File: src/rtl/mul_div_unit.sv
`default_nettype none
// ============================================================================
// Module      : mul_div_unit
// Description : Iterative RV32M/RV64M multiply/divide execution unit.
//               One operation in flight at a time; valid/ready on both sides.
//               Multiply is shift-add over operand magnitudes and divide is
//               restoring division over magnitudes. The sign is applied in
//               the FIX state. Divide-by-zero, signed overflow and zero
//               multiplies bypass the iteration and complete in one cycle.
//               Optional macro MULDIV_FAST_MUL_EN: the four multiply ops use a
//               single-cycle product and skip the iteration; divides are
//               unchanged.
// Ports       : clk, rst (async, active-high), flush (sync abort)
//               in_valid/in_ready, op[2:0], src_a, src_b  - request
//               out_valid/out_ready, result               - response
//               busy                                      - not idle
// Revision    : 1.0 - initial release
// ============================================================================
module mul_div_unit #(
    parameter int XLEN  = 32,
    parameter int CNT_W = $clog2(XLEN) + 1
) (
    input  logic            clk,
    input  logic            rst,
    input  logic            flush,
    input  logic            in_valid,
    output logic            in_ready,
    input  logic [2:0]      op,
    input  logic [XLEN-1:0] src_a,
    input  logic [XLEN-1:0] src_b,
    output logic            out_valid,
    input  logic            out_ready,
    output logic [XLEN-1:0] result,
    output logic            busy
);

    if (XLEN != 32 && XLEN != 64) begin : g_bad_xlen
        $error("mul_div_unit: XLEN must be 32 or 64");
    end

    localparam logic [2:0] c_op_mul    = 3'd0;
    localparam logic [2:0] c_op_mulh   = 3'd1;
    localparam logic [2:0] c_op_mulhsu = 3'd2;
    localparam logic [2:0] c_op_mulhu  = 3'd3;
    localparam logic [2:0] c_op_div    = 3'd4;
    localparam logic [2:0] c_op_divu   = 3'd5;
    localparam logic [2:0] c_op_rem    = 3'd6;
    localparam logic [2:0] c_op_remu   = 3'd7;

    typedef enum logic [1:0] {
        S_IDLE = 2'd0,
        S_CALC = 2'd1,
        S_FIX  = 2'd2,
        S_DONE = 2'd3
    } state_t;

    state_t            r_state;
    state_t            w_state_next;
    logic [2:0]        r_op;
    logic              r_neg;
    logic [CNT_W-1:0]  r_cnt;
    logic [XLEN-1:0]   r_hi;      // mul: product high half / div: remainder
    logic [XLEN-1:0]   r_lo;      // mul: multiplier shifting out / div: dividend in, quotient out
    logic [XLEN-1:0]   r_opnd;    // mul: multiplicand magnitude / div: divisor magnitude
    logic [XLEN-1:0]   r_result;

    // ------------------------------------------------------------------
    // Request decode
    // ------------------------------------------------------------------
    logic            w_accept;
    logic            w_is_div;
    logic            w_a_signed;
    logic            w_b_signed;
    logic            w_a_neg;
    logic            w_b_neg;
    logic            w_res_neg;
    logic [XLEN-1:0] w_abs_a;
    logic [XLEN-1:0] w_abs_b;
    logic            w_special;
    logic [XLEN-1:0] w_special_res;
    logic            w_fast;
    logic [XLEN-1:0] w_fast_res;

    assign w_accept   = in_valid && (r_state == S_IDLE) && !flush;
    assign w_is_div   = op[2];
    assign w_a_signed = (op == c_op_mulh) || (op == c_op_mulhsu) ||
                        (op == c_op_div)  || (op == c_op_rem);
    assign w_b_signed = (op == c_op_mulh) || (op == c_op_div) || (op == c_op_rem);
    assign w_a_neg    = w_a_signed && src_a[XLEN-1];
    assign w_b_neg    = w_b_signed && src_b[XLEN-1];
    assign w_abs_a    = w_a_neg ? -src_a : src_a;
    assign w_abs_b    = w_b_neg ? -src_b : src_b;
    // Remainder follows the dividend sign; every other signed result is a^b.
    // MUL keeps both flags clear: its low half is sign-agnostic.
    assign w_res_neg  = (op == c_op_rem) ? w_a_neg : (w_a_neg ^ w_b_neg);

    always_comb begin
        w_special     = 1'b0;
        w_special_res = '0;
        if (w_is_div) begin
            if (src_b == '0) begin
                w_special     = 1'b1;
                w_special_res = op[1] ? src_a : '1;
            end else if (!op[0] && (src_a == {1'b1, {(XLEN-1){1'b0}}}) && (&src_b)) begin
                w_special     = 1'b1;
                w_special_res = op[1] ? '0 : src_a;
            end
        end else if ((src_a == '0) || (src_b == '0)) begin
            w_special = 1'b1;
        end
    end

`ifdef MULDIV_FAST_MUL_EN
    // Sign-extend both operands to full product width so an unsigned
    // 2*XLEN multiply yields the correct signed/unsigned product.
    logic [2*XLEN-1:0] w_fa;
    logic [2*XLEN-1:0] w_fb;
    logic [2*XLEN-1:0] w_fprod;
    assign w_fa       = {{XLEN{w_a_neg}}, src_a};
    assign w_fb       = {{XLEN{w_b_neg}}, src_b};
    assign w_fprod    = w_fa * w_fb;
    assign w_fast     = !w_is_div;
    assign w_fast_res = (op == c_op_mul) ? w_fprod[XLEN-1:0] : w_fprod[2*XLEN-1:XLEN];
`else
    assign w_fast     = 1'b0;
    assign w_fast_res = '0;
`endif

    // ------------------------------------------------------------------
    // Iteration datapath
    // ------------------------------------------------------------------
    logic [XLEN-1:0]   w_addend;
    logic [XLEN:0]     w_mul_sum;
    logic [XLEN:0]     w_div_shift;
    logic [XLEN:0]     w_div_diff;
    logic [2*XLEN-1:0] w_prod;
    logic [2*XLEN-1:0] w_prod_fix;
    logic [XLEN-1:0]   w_quo_fix;
    logic [XLEN-1:0]   w_rem_fix;
    logic [XLEN-1:0]   w_fix_res;

    assign w_addend    = r_lo[0] ? r_opnd : '0;
    assign w_mul_sum   = {1'b0, r_hi} + {1'b0, w_addend};
    assign w_div_shift = {r_hi, r_lo[XLEN-1]};
    // Top bit set means the trial subtraction went negative (restore).
    assign w_div_diff  = w_div_shift - {1'b0, r_opnd};

    assign w_prod      = {r_hi, r_lo};
    assign w_prod_fix  = r_neg ? -w_prod : w_prod;
    assign w_quo_fix   = r_neg ? -r_lo : r_lo;
    assign w_rem_fix   = r_neg ? -r_hi : r_hi;

    always_comb begin
        w_fix_res = '0;
        case (r_op)
            c_op_mul:                           w_fix_res = w_prod_fix[XLEN-1:0];
            c_op_mulh, c_op_mulhsu, c_op_mulhu: w_fix_res = w_prod_fix[2*XLEN-1:XLEN];
            c_op_div, c_op_divu:                w_fix_res = w_quo_fix;
            c_op_rem, c_op_remu:                w_fix_res = w_rem_fix;
            default:                            w_fix_res = '0;
        endcase
    end

    // ------------------------------------------------------------------
    // FSM
    // ------------------------------------------------------------------
    always_ff @(posedge clk or posedge rst) begin
        if (rst) begin
            r_state <= S_IDLE;
        end else begin
            r_state <= w_state_next;
        end
    end

    always_comb begin
        w_state_next = r_state;
        if (flush) begin
            w_state_next = S_IDLE;
        end else begin
            case (r_state)
                S_IDLE: if (w_accept) w_state_next = (w_special || w_fast) ? S_DONE : S_CALC;
                S_CALC: if (r_cnt == CNT_W'(1)) w_state_next = S_FIX;
                S_FIX:  w_state_next = S_DONE;
                S_DONE: if (out_ready) w_state_next = S_IDLE;
                default: w_state_next = S_IDLE;
            endcase
        end
    end

    always_ff @(posedge clk or posedge rst) begin
        if (rst) begin
            r_op     <= '0;
            r_neg    <= 1'b0;
            r_cnt    <= '0;
            r_hi     <= '0;
            r_lo     <= '0;
            r_opnd   <= '0;
            r_result <= '0;
        end else if (!flush) begin
            case (r_state)
                S_IDLE: begin
                    if (w_accept) begin
                        r_op  <= op;
                        r_neg <= w_res_neg;
                        r_cnt <= CNT_W'(XLEN);
                        r_hi  <= '0;
                        if (w_is_div) begin
                            r_lo   <= w_abs_a;
                            r_opnd <= w_abs_b;
                        end else begin
                            r_lo   <= w_abs_b;
                            r_opnd <= w_abs_a;
                        end
                        if (w_fast) begin
                            r_result <= w_fast_res;
                        end else if (w_special) begin
                            r_result <= w_special_res;
                        end
                    end
                end
                S_CALC: begin
                    r_cnt <= r_cnt - CNT_W'(1);
                    if (r_op[2]) begin
                        r_lo <= {r_lo[XLEN-2:0], ~w_div_diff[XLEN]};
                        r_hi <= w_div_diff[XLEN] ? w_div_shift[XLEN-1:0] : w_div_diff[XLEN-1:0];
                    end else begin
                        r_hi <= w_mul_sum[XLEN:1];
                        r_lo <= {w_mul_sum[0], r_lo[XLEN-1:1]};
                    end
                end
                S_FIX: begin
                    r_result <= w_fix_res;
                end
                default: ;
            endcase
        end
    end

    assign in_ready  = (r_state == S_IDLE);
    assign out_valid = (r_state == S_DONE);
    assign busy      = (r_state != S_IDLE);
    assign result    = r_result;

endmodule
`default_nettype wire

File: config.mk
export PLATFORM = sky130hd
export DESIGN_NAME = mul_div_unit
export DESIGN_NICKNAME = d
export VERILOG_FILES = /design/src/rtl/mul_div_unit.sv
export SDC_FILE = /design/constraint.sdc
export NUM_CORES = 1
export LEC_CHECK = 0
export ABC_AREA = 1
export CAP_MARGIN = 20
export CORE_MARGIN = 2
export CORE_UTILIZATION = 25
export CTS_CLUSTER_SIZE = 30
export DETAILED_ROUTE_END_ITERATION = 6
export PLACE_DENSITY = 0.43
export SYNTH_ARGS = -nofsm -noshare
export SYNTH_HDL_FRONTEND = slang
export SYNTH_SLANG_ARGS = --single-unit
File: constraint.sdc
create_clock -name clk -period 12.7 [get_ports clk]
set_input_delay 3.175 -clock clk [delete_from_list [all_inputs] [get_ports clk]]
set_output_delay 3.175 -clock clk [all_outputs]
set_load 0.1 [all_outputs]
==> results of run 1 <==
-- cell families after synthesis --
group | count (synthesis) | synth area share [%]
flops | 140 | 18.6
fa+ha+maj | 77 | 5.19
simple gates | 2161 | 47.8
compound gates | 425 | 13.0
xor+xnor | 66 | 3.07
buf+inv | 592 | 12.3
-- per-layer routing --
layer  share of wire (%)  global-route usage (%)
met5                   0                       0
met4                 5.6                    12.5
met3                 5.3                    2.22
met2                  43                    37.6
met1                  46                    33.8
-- state kept, by name, indices dropped and copies added (netlist names) --
signal,count
r_cnt,6
r_hi,32
r_state,2
r_opnd,32
result,32
r_neg,1
r_op,3
r_lo,32
-- area by class of cell --
class | instances | area, um^2
Sequential cell | 140 | 3510
Clock inverter | 15 | 213
Timing Repair Buffer | 127 | 1210
Fill cell | 8697 | 53200
Inverter | 481 | 1820
Tap cell | 969 | 1210
Clock buffer | 17 | 425
Multi-Input combinational cell | 2729 | 13000
-- worst max-delay path, cell delays in order --
cell and delay, ns:
clkdlybuf4s50_1 0.42, inv_1 0.14, nand3_1 0.08, buf_4 0.25, nand2_2 0.11, buf_4 0.53
inv_2 0.56, nor2_2 0.23, buf_4 0.37, o21ai_0 0.19, nand3b_1 0.20, nand2_1 0.06
-- cells in the final DEF, fill, tap and decap left out, types with 10 or more instances in the layout --
master,n
clkdlybuf4s50_1,105
xor2_1,54
o211ai_1,20
a31oi_1,16
o221ai_1,16
dfrtp_1,137
ha_1,75
a21oi_2,13
inv_1,470
nor3_1,19
or2_2,10
buf_4,21
o21ai_1,14
nand3b_1,25
nand4_1,37
clkbuf_16,17
nor2_2,30
nand3_1,355
a21oi_1,130
o2111ai_1,19
nand2_1,1219
xnor2_1,12
o21ai_0,167
nor2_1,434
-- Yosys cell counts, types with 2 or more instances --
cell type | count | share of area, %
inv_2 | 8 | 0.16
nor2_1 | 437 | 8.7
o22ai_1 | 2 | 0.066
o31ai_1 | 4 | 0.16
buf_2 | 22 | 0.58
o2111ai_1 | 19 | 0.88
dfrtp_1 | 140 | 19
buf_1 | 21 | 0.42
xor2_1 | 54 | 2.5
a21oi_2 | 12 | 0.56
nand2_1 | 1220 | 24
nor3_1 | 19 | 0.50
a31oi_1 | 16 | 0.53
nand3b_1 | 25 | 1.0
a22oi_1 | 7 | 0.28
and2_1 | 5 | 0.17
buf_6 | 4 | 0.24
nand4_1 | 37 | 1.2
nor2_2 | 29 | 0.96
nand4_2 | 3 | 0.20
nand3_1 | 355 | 9.4
a21oi_1 | 131 | 3.5
ha_1 | 75 | 5.0
fa_1 | 2 | 0.21
o21ai_0 | 167 | 4.4
nor4_1 | 3 | 0.10
or2_2 | 10 | 0.33
nand3_2 | 3 | 0.16
o221ai_1 | 16 | 0.74
inv_1 | 471 | 9.4
o21bai_1 | 9 | 0.36
nor2_4 | 4 | 0.24
o21ai_1 | 14 | 0.37
o211ai_1 | 20 | 0.80
buf_4 | 8 | 0.32
nand2_2 | 7 | 0.23
clkbuf_1 | 55 | 1.1
xnor2_1 | 12 | 0.56
o21a_1 | 3 | 0.12
-- worst paths after layout --
| check | cells past startpoint | slack (ns) | to | start |
|---|---|---|---|---|
| setup / recovery | 12 | 6.65 | r_hi[7]$_DFFE_PP0P_ | flush |
| hold / removal | 2 | 0.48 | result[12]$_DFFE_PP0P_ | result[12]$_DFFE_PP0P_ |
| setup reg to reg | 11 | 8.68 | r_hi[7]$_DFFE_PP0P_ | r_state[1]$_DFFE_PP0P_ |
| hold reg to reg | 2 | 0.48 | result[12]$_DFFE_PP0P_ | result[12]$_DFFE_PP0P_ |
| max in group asynchronous | 3 | 7.85 | r_op[2]$_DFFE_PP0P_ | rst |
| min in group asynchronous | 2 | 3.25 | r_hi[1]$_DFFE_PP0P_ | rst |
-- power groups by stage --
stage / logic, mW / registers (mW) / clock network, mW
2_1_floorplan: 2.63 / 1.16 / 0
3_3_place_gp: 4.14 / 1.13 / 0
3_5_place_dp: 4.12 / 1.12 / 0
4_1_cts: 4.14 / 1.11 / 0.578
5_1_grt: 4.63 / 1.14 / 0.599
6_report: 4.20 / 1.13 / 0.575
==> results.sh, run 1 <==
export IMPL_fin_cells=4478
export IMPL_rsz0062_at_grt="false"
export IMPL_cts_sinks=140
export IMPL_end_kind="flip-flop"
export IMPL_core_um2=74600
export IMPL_die_w_um=278
export IMPL_syn_to_final_growth_pct=13.7
export IMPL_cp_arrival_ns=6.46
export IMPL_postLayoutSetupSlackWorst_ns=6.65
export IMPL_path_clk_slew_ns=0.07
export IMPL_clkLatencyLatePin_ns=0.48
export IMPL_synthesis_instances=3461
export IMPL_overflow=0
export IMPL_worst_slew_pin_slew_ns=1.04
export IMPL_cts_resized=0
export IMPL_clkPwrFrac_pct=9.7
export IMPL_critPathKind="input pin to flip-flop"
export IMPL_fin_area_um2=21400
export IMPL_portBuffers=106
export IMPL_dieArea_um2=77600
export IMPL_p_sw_mw=3.75
export IMPL_cts_tree="built"
export IMPL_clock_fmax_ghz=0.165
export IMPL_ys_async_sr_fraction_pct=100
export IMPL_clock_path_buffers=2
export IMPL_maxSlewHeadroom_pct=30.5
export IMPL_dpl_cell_area_um2=20800
export IMPL_root_buffer="clkbuf_16"
export IMPL_num_rows=100
export IMPL_drt_initial_drc_count=2111
export IMPL_crit_required_ns=13.11
export IMPL_cap_viol_max_count=0
export IMPL_p_leak_nw=11.2
export IMPL_dp_hpwl_mm=76.6
export IMPL_grt_pass1_vias=21000
export IMPL_finalSetupViolCount=0
export IMPL_drive_gt1_share_pct=4.05
export IMPL_power_density_nw_per_um2=276
export IMPL_synth_seq_cells=140
export IMPL_finalHoldViolations=0
export IMPL_worstHoldPathType="flip-flop to flip-flop"
export IMPL_fin_setup_tns_ns=0
export IMPL_post_cts_buffers=0
export IMPL_whs_ns=0.484
export IMPL_grt_pass1_wl_mm=141
export IMPL_ys_flop_type="dfrtp_1"
export IMPL_final_util_pct=28.7
export IMPL_synth_cell_type_count=51
export IMPL_drc_errors=0
export IMPL_viasPerCell=5.03
export IMPL_p_total_mw=5.91
export IMPL_die_height_um=278
export IMPL_clock_skew_ns=0.0134
export IMPL_syn_avg_cell_area_um2=5.44
export IMPL_power_frac_comb_pct=71.1
export IMPL_synth_edf_count=0
export IMPL_status="complete, no violations"
export IMPL_grt_max_degree=76
export IMPL_yosysWarningCount=0
export IMPL_track_usage_pct=24.4
export IMPL_first_pass_iters=6
export IMPL_syn_cell_area_um2=18800
export IMPL_internal_power_mw=2.15
export IMPL_swShare_pct=63.5
export IMPL_wl_mm=95.6
export IMPL_via_count=22500
export IMPL_dpl_cell_count=4446
export IMPL_pwr_share_seq_pct=19.2
export IMPL_ctsHoldBuffers=0
export IMPL_yosysSeqAreaShare_pct=18.6
export IMPL_startpoint_type="input pin"
export IMPL_ioPinCount=107
export IMPL_pre_cts_slack_ns=6.25
export IMPL_start_util_pct=25.3
export IMPL_place_congestion=0.958
export IMPL_htree_levels=4
export IMPL_wl_per_cell_um=21.4
export IMPL_period_needed_ns=6.05
export IMPL_crit_fanout=62
export IMPL_drv_slew=0
export IMPL_finalCritPeriodShare_pct=47.6
export IMPL_nets=3645
export IMPL_detail_route_antenna_nets=0
export IMPL_antenna_found_initial=1
export IMPL_diodes=0
export IMPL_syn_nets=3610
export IMPL_numCtsBuffers=17
export IMPL_ir_drop_mv=0.159
Power figures use the tool's default switching activity.
==> inputs of run 2 (changes only) <==
clock period = 6.15 ns   (was 12.7 ns; I/O delays follow)
==> results.sh, run 2 (same netlist as run 1, synthesis figures left out) <==
export IMPL_via_count=22300
export IMPL_dieArea_um2=77600
export IMPL_cts_resized=0
export IMPL_clkLatencyLatePin_ns=0.48
export IMPL_multi_input_area_um2=13000
export IMPL_rr_worst_depth=17
export IMPL_grt_max_degree=68
export IMPL_crit_fanout=63
export IMPL_finalHoldViolations=0
export IMPL_drt_initial_drc_count=1961
export IMPL_cpMaxStageDelayCell="buf_4"
export IMPL_grt_pass1_vias=20900
export IMPL_detail_route_antenna_nets=0
export IMPL_clock_fmax_ghz=0.243
export IMPL_worstHoldPathType="flip-flop to flip-flop"
export IMPL_final_util_pct=28.6
export IMPL_clock_skew_ns=0.0139
export IMPL_antenna_found_initial=0
export IMPL_clock_path_buffers=2
export IMPL_cap_viol_max_count=0
export IMPL_critPathMostFrequentCell="nand2_1"
export IMPL_final_cell_mix="1219 x nand2_1, 470 x inv_1, 434 x nor2_1"
export IMPL_crit_chain="buf_2 -> buf_4 -> nand2_1 -> nand3_2 -> nand2_1 -> nand2_1 -> inv_2 -> nand2_1 -> xor2_1 -> nand2_1 -> nand3_1 -> a21oi_1"
export IMPL_finalCritPeriodShare_pct=66.9
export IMPL_grt_pass1_wl_mm=138
export IMPL_cts_sinks=140
export IMPL_period_needed_ns=4.11
export IMPL_path_clk_slew_ns=0.07
export IMPL_track_usage_pct=23.7
export IMPL_first_pass_iters=5
export IMPL_whs_ns=0.481
export IMPL_ff_latch_area_um2=3510
export IMPL_die_height_um=278
export IMPL_nets=3647
export IMPL_layout_commonest_cell="nand2_1"
export IMPL_hold_path_cell_count=2
export IMPL_rsz0062_at_grt="false"
export IMPL_cts_tree="built"
export IMPL_post_cts_buffers=0
export IMPL_startpoint_type="input pin"
export IMPL_num_rows=100
export IMPL_syn_to_final_growth_pct=13.4
export IMPL_status="complete, no violations"
export IMPL_die_w_um=278
export IMPL_numCtsBuffers=17
export IMPL_dp_hpwl_mm=75.4
export IMPL_cp_arrival_ns=4.47
export IMPL_crit_required_ns=6.50
export IMPL_critPathKind="input pin to flip-flop"
export IMPL_drv_slew=0
export IMPL_overflow=0
export IMPL_finalSetupViolCount=0
export IMPL_ir_drop_mv=0.242
export IMPL_power_density_nw_per_um2=563
export IMPL_drive_gt1_share_pct=4.10
export IMPL_wl_mm=93.1
export IMPL_htree_levels=4
export IMPL_viasPerCell=4.98
export IMPL_end_kind="flip-flop"
export IMPL_max_stage_delay_ns=0.58
export IMPL_ctsHoldBuffers=0
export IMPL_wl_per_cell_um=20.8
export IMPL_place_congestion=0.977
export IMPL_drc_errors=0
export IMPL_fillers=8701
export IMPL_core_um2=74600
export IMPL_ioPinCount=107
export IMPL_root_buffer="clkbuf_16"
export IMPL_portBuffers=106
export IMPL_start_util_pct=25.3
export IMPL_fin_setup_tns_ns=0
export IMPL_p_leak_nw=11.2
export IMPL_maxSlewHeadroom_pct=29.8
export IMPL_worst_slew_pin_slew_ns=1.05
export IMPL_diodes=0
==> run 2: cell types whose count changed in the layout (fill, tap and decap cells not counted) <==
cell,delta
buf_4,+2
clkinv_4,+4
clkinvlp_4,-2
inv_8,+1
inv_6,+1
bufinv_16,-4
==> run 2: report_power, final <==
part           total, mW  internal, mW  switching, mW  leakage (nW)
clock               1.03         0.528          0.502         0.270
sequential          2.32          1.32           1.00          1.76
combinational       8.68          2.45           6.23          9.16
==> run 2: per-stage QoR <==
step	cells	power, mW	setup WS (ns)	cell area (um^2)
after global placement	4448	10.9	1.59	20800
after global routing	4480	13.0	1.82	21400
final	4480	12.0	2.04	21400
after floorplan	3461	7.82	0.860	18800
after detailed placement	4448	10.8	1.59	20800
after CTS	4480	11.9	2.07	21400
==> run 2: path summary, 6_finish.rpt <==
kind	slack [ns]	to	startpoint
min reg2reg	0.48	result[4]$_DFFE_PP0P_	result[4]$_DFFE_PP0P_
min	0.48	result[4]$_DFFE_PP0P_	result[4]$_DFFE_PP0P_
min in group asynchronous	1.54	r_hi[4]$_DFFE_PP0P_	rst
max	2.04	r_lo[22]$_DFFE_PP0P_	op[2]
max in group asynchronous	3.51	result[2]$_DFFE_PP0P_	rst
max reg2reg	2.47	r_hi[10]$_DFFE_PP0P_	r_lo[31]$_DFFE_PP0P_
==> run 2: layout make-up <==
type                    instances  area share, %
repair buffers                129           5.75
inverters                     481           8.50
well taps                     969           5.68
multi-input cells            2729           61.0
flip-flops and latches        140           16.4
clock inverters                15          0.621
clock buffers                  17           1.99
==> run 2: worst max-delay path: cells and delay by family <==
kind            cells  cell delay (ns)
compound gates      1             0.08
simple gates        7             1.26
xor+xnor            1             0.52
buf+inv             3             1.04
==> run 2: per-layer routing <==
layer / GRT usage [%] / vias up / routed length, um
li1: - / 11100 / -
met1: 32.9 / 10400 / 43900
met2: 37.7 / 687 / 41100
met3: 2.47 / 115 / 4500
met4: 9.29 / 0 / 3700
met5: 0 / - / 0
==> patch, RTL diff (flow settings as in run 2) <==
The 4 states of `state_t` get a one-hot encoding in 4 bits.
--- a/src/rtl/mul_div_unit.sv
+++ b/src/rtl/mul_div_unit.sv
@@ -47,11 +47,11 @@
     localparam logic [2:0] c_op_rem    = 3'd6;
     localparam logic [2:0] c_op_remu   = 3'd7;
 
-    typedef enum logic [1:0] {
-        S_IDLE = 2'd0,
-        S_CALC = 2'd1,
-        S_FIX  = 2'd2,
-        S_DONE = 2'd3
+    typedef enum logic [3:0] {
+        S_IDLE = 4'b0001,
+        S_CALC = 4'b0010,
+        S_FIX  = 4'b0100,
+        S_DONE = 4'b1000
     } state_t;
 
     state_t            r_state;
Formal check against the unedited RTL: no difference found for any inputs over 4 cycles, from zero or initial values and one cycle with rst high; so few cycles prove little.
==> patch against run 2 <==
Synthesized area shrank 3.0%. Routed wire length is 3.5% lower. Design area down 2.4%. Via count shrank 4.0%. Count of clock-buffer cells in the layout unchanged. Sequential cell count increased by 2. Non-clock buffer count increased by 2. Worst setup slack lost 0.073 ns.
Power is not compared: it rests on default switching activity, and its combinational part moved more than twofold at a synthesized area within 25%.
==> patch: results (changes against run 2) <==
stage	metric	value	unit	change
run_status	status	finished, final reports clean		
timing	Clock Skew	0.0194	ns	+0.00550 ns
placed_design	Final HPWL DP	72.7	mm	-3.6%
placed_design	Inst Count DP	4247		-4.5%
grt	first-pass GRT wire length	133	mm	-3.6%
routing	WL per Instance	21.0	um	+1.0%
finish	Net count, final	3452		-5.3%
worst_setup_path	Slowest Stage Delay on Critical Path	0.46	ns	-0.12 ns
finish	share of cells above drive strength 1	0.0431		+0.00206
finish	Layout fillers	8500		-2.3%
grt	vias in the first global route	19925		-4.7%
placed_design	Final GP Congestion	0.955		-2.3%
synthesis	mux contribution to synthesized area	0.00110		+0.00110
synthesis	syn nets	3414		-5.4%
timing	Worst Max-Slew Pin Slew	1.01	ns	-0.0411 ns
worst_setup_path	Top Family by Delay on Critical Path	buffers and inverters		
worst_setup_path	Arrival @ worst endpoint	4.62	ns	+0.15 ns
routing	routed via count	21417		-4.0%
synthesis	xor/xnor share of the synthesized area	0.0345		+0.00384
grt	gr usage total	0.238		+0.000317
worst_setup_path	Crit. Startpoint	src_b[0]		
routing	DR pass1 iterations	6		+1
grt	GR Util met3	0.0278		+0.00308
routing	wire length on met1	41.5	mm	-5.3%
synthesis	synth top area cells	nand2_1 (25%), dfrtp_1 (19%), nand3_1 (9.3%)		
==> patch: changes by cell type in the layout (fill, tap and decap cells not counted), sizes merged, moves of 10 or more <==
| cell | before | now |
|---|---|---|
| nand2 | 1228 | 1213 |
| nor2 | 470 | 380 |
| a21oi | 143 | 120 |
| o21ai | 181 | 133 |
| o211ai | 20 | 40 |
| a31oi | 16 | 34 |
| inv | 485 | 425 |
| a22oi | 7 | 17 |
| nand3 | 358 | 348 |
==> patch: cell families (layout without fill, tap and decap cells) <==
kind of cell | count (synthesis) | after routing
muxes | 2 | 2
AOI/OAI and AO/OA | 417 | 417
and+or+nand+nor | 2033 | 2033
adders and majority gates | 73 | 73
DFF | 142 | 142
buffers and inverters | 530 | 581
xor gates and xnor gates | 72 | 72
==> patch: area by class of cell <==
| type | count | area (sq um) | area share |
|---|---|---|---|
| clock buffers | 17 | 425 | 0.0204 |
| clock inverters | 15 | 185 | 0.00889 |
| inverters | 418 | 1580 | 0.0758 |
| multi-input cells | 2597 | 12600 | 0.606 |
| flip-flops and latches | 142 | 3560 | 0.171 |
| well taps | 959 | 1200 | 0.0576 |
| repair buffers | 131 | 1270 | 0.0609 |
==> patch: worst paths after layout <==
check	to	slack, ns	cells after the start
max in group asynchronous	r_lo[27]	3.69	3
worst min-delay path	result[30]	0.48	2
worst min register to register	result[30]	0.48	2
worst max register to register	r_hi[21]	2.27	18
min in group asynchronous	r_hi[25]	1.51	2
worst max-delay path	result[2]	1.96	18
==> patch: metrics by stage <==
step                setup WS [ns]  cell area (sq um)  power (W)
detailed placement           1.42              20200    0.00515
CTS                          1.96              20800    0.00627
global route                 1.70              20800    0.00679
finish                       1.96              20800    0.00630
global placement             1.50              20200    0.00517
floorplan                   0.805              18300    0.00380
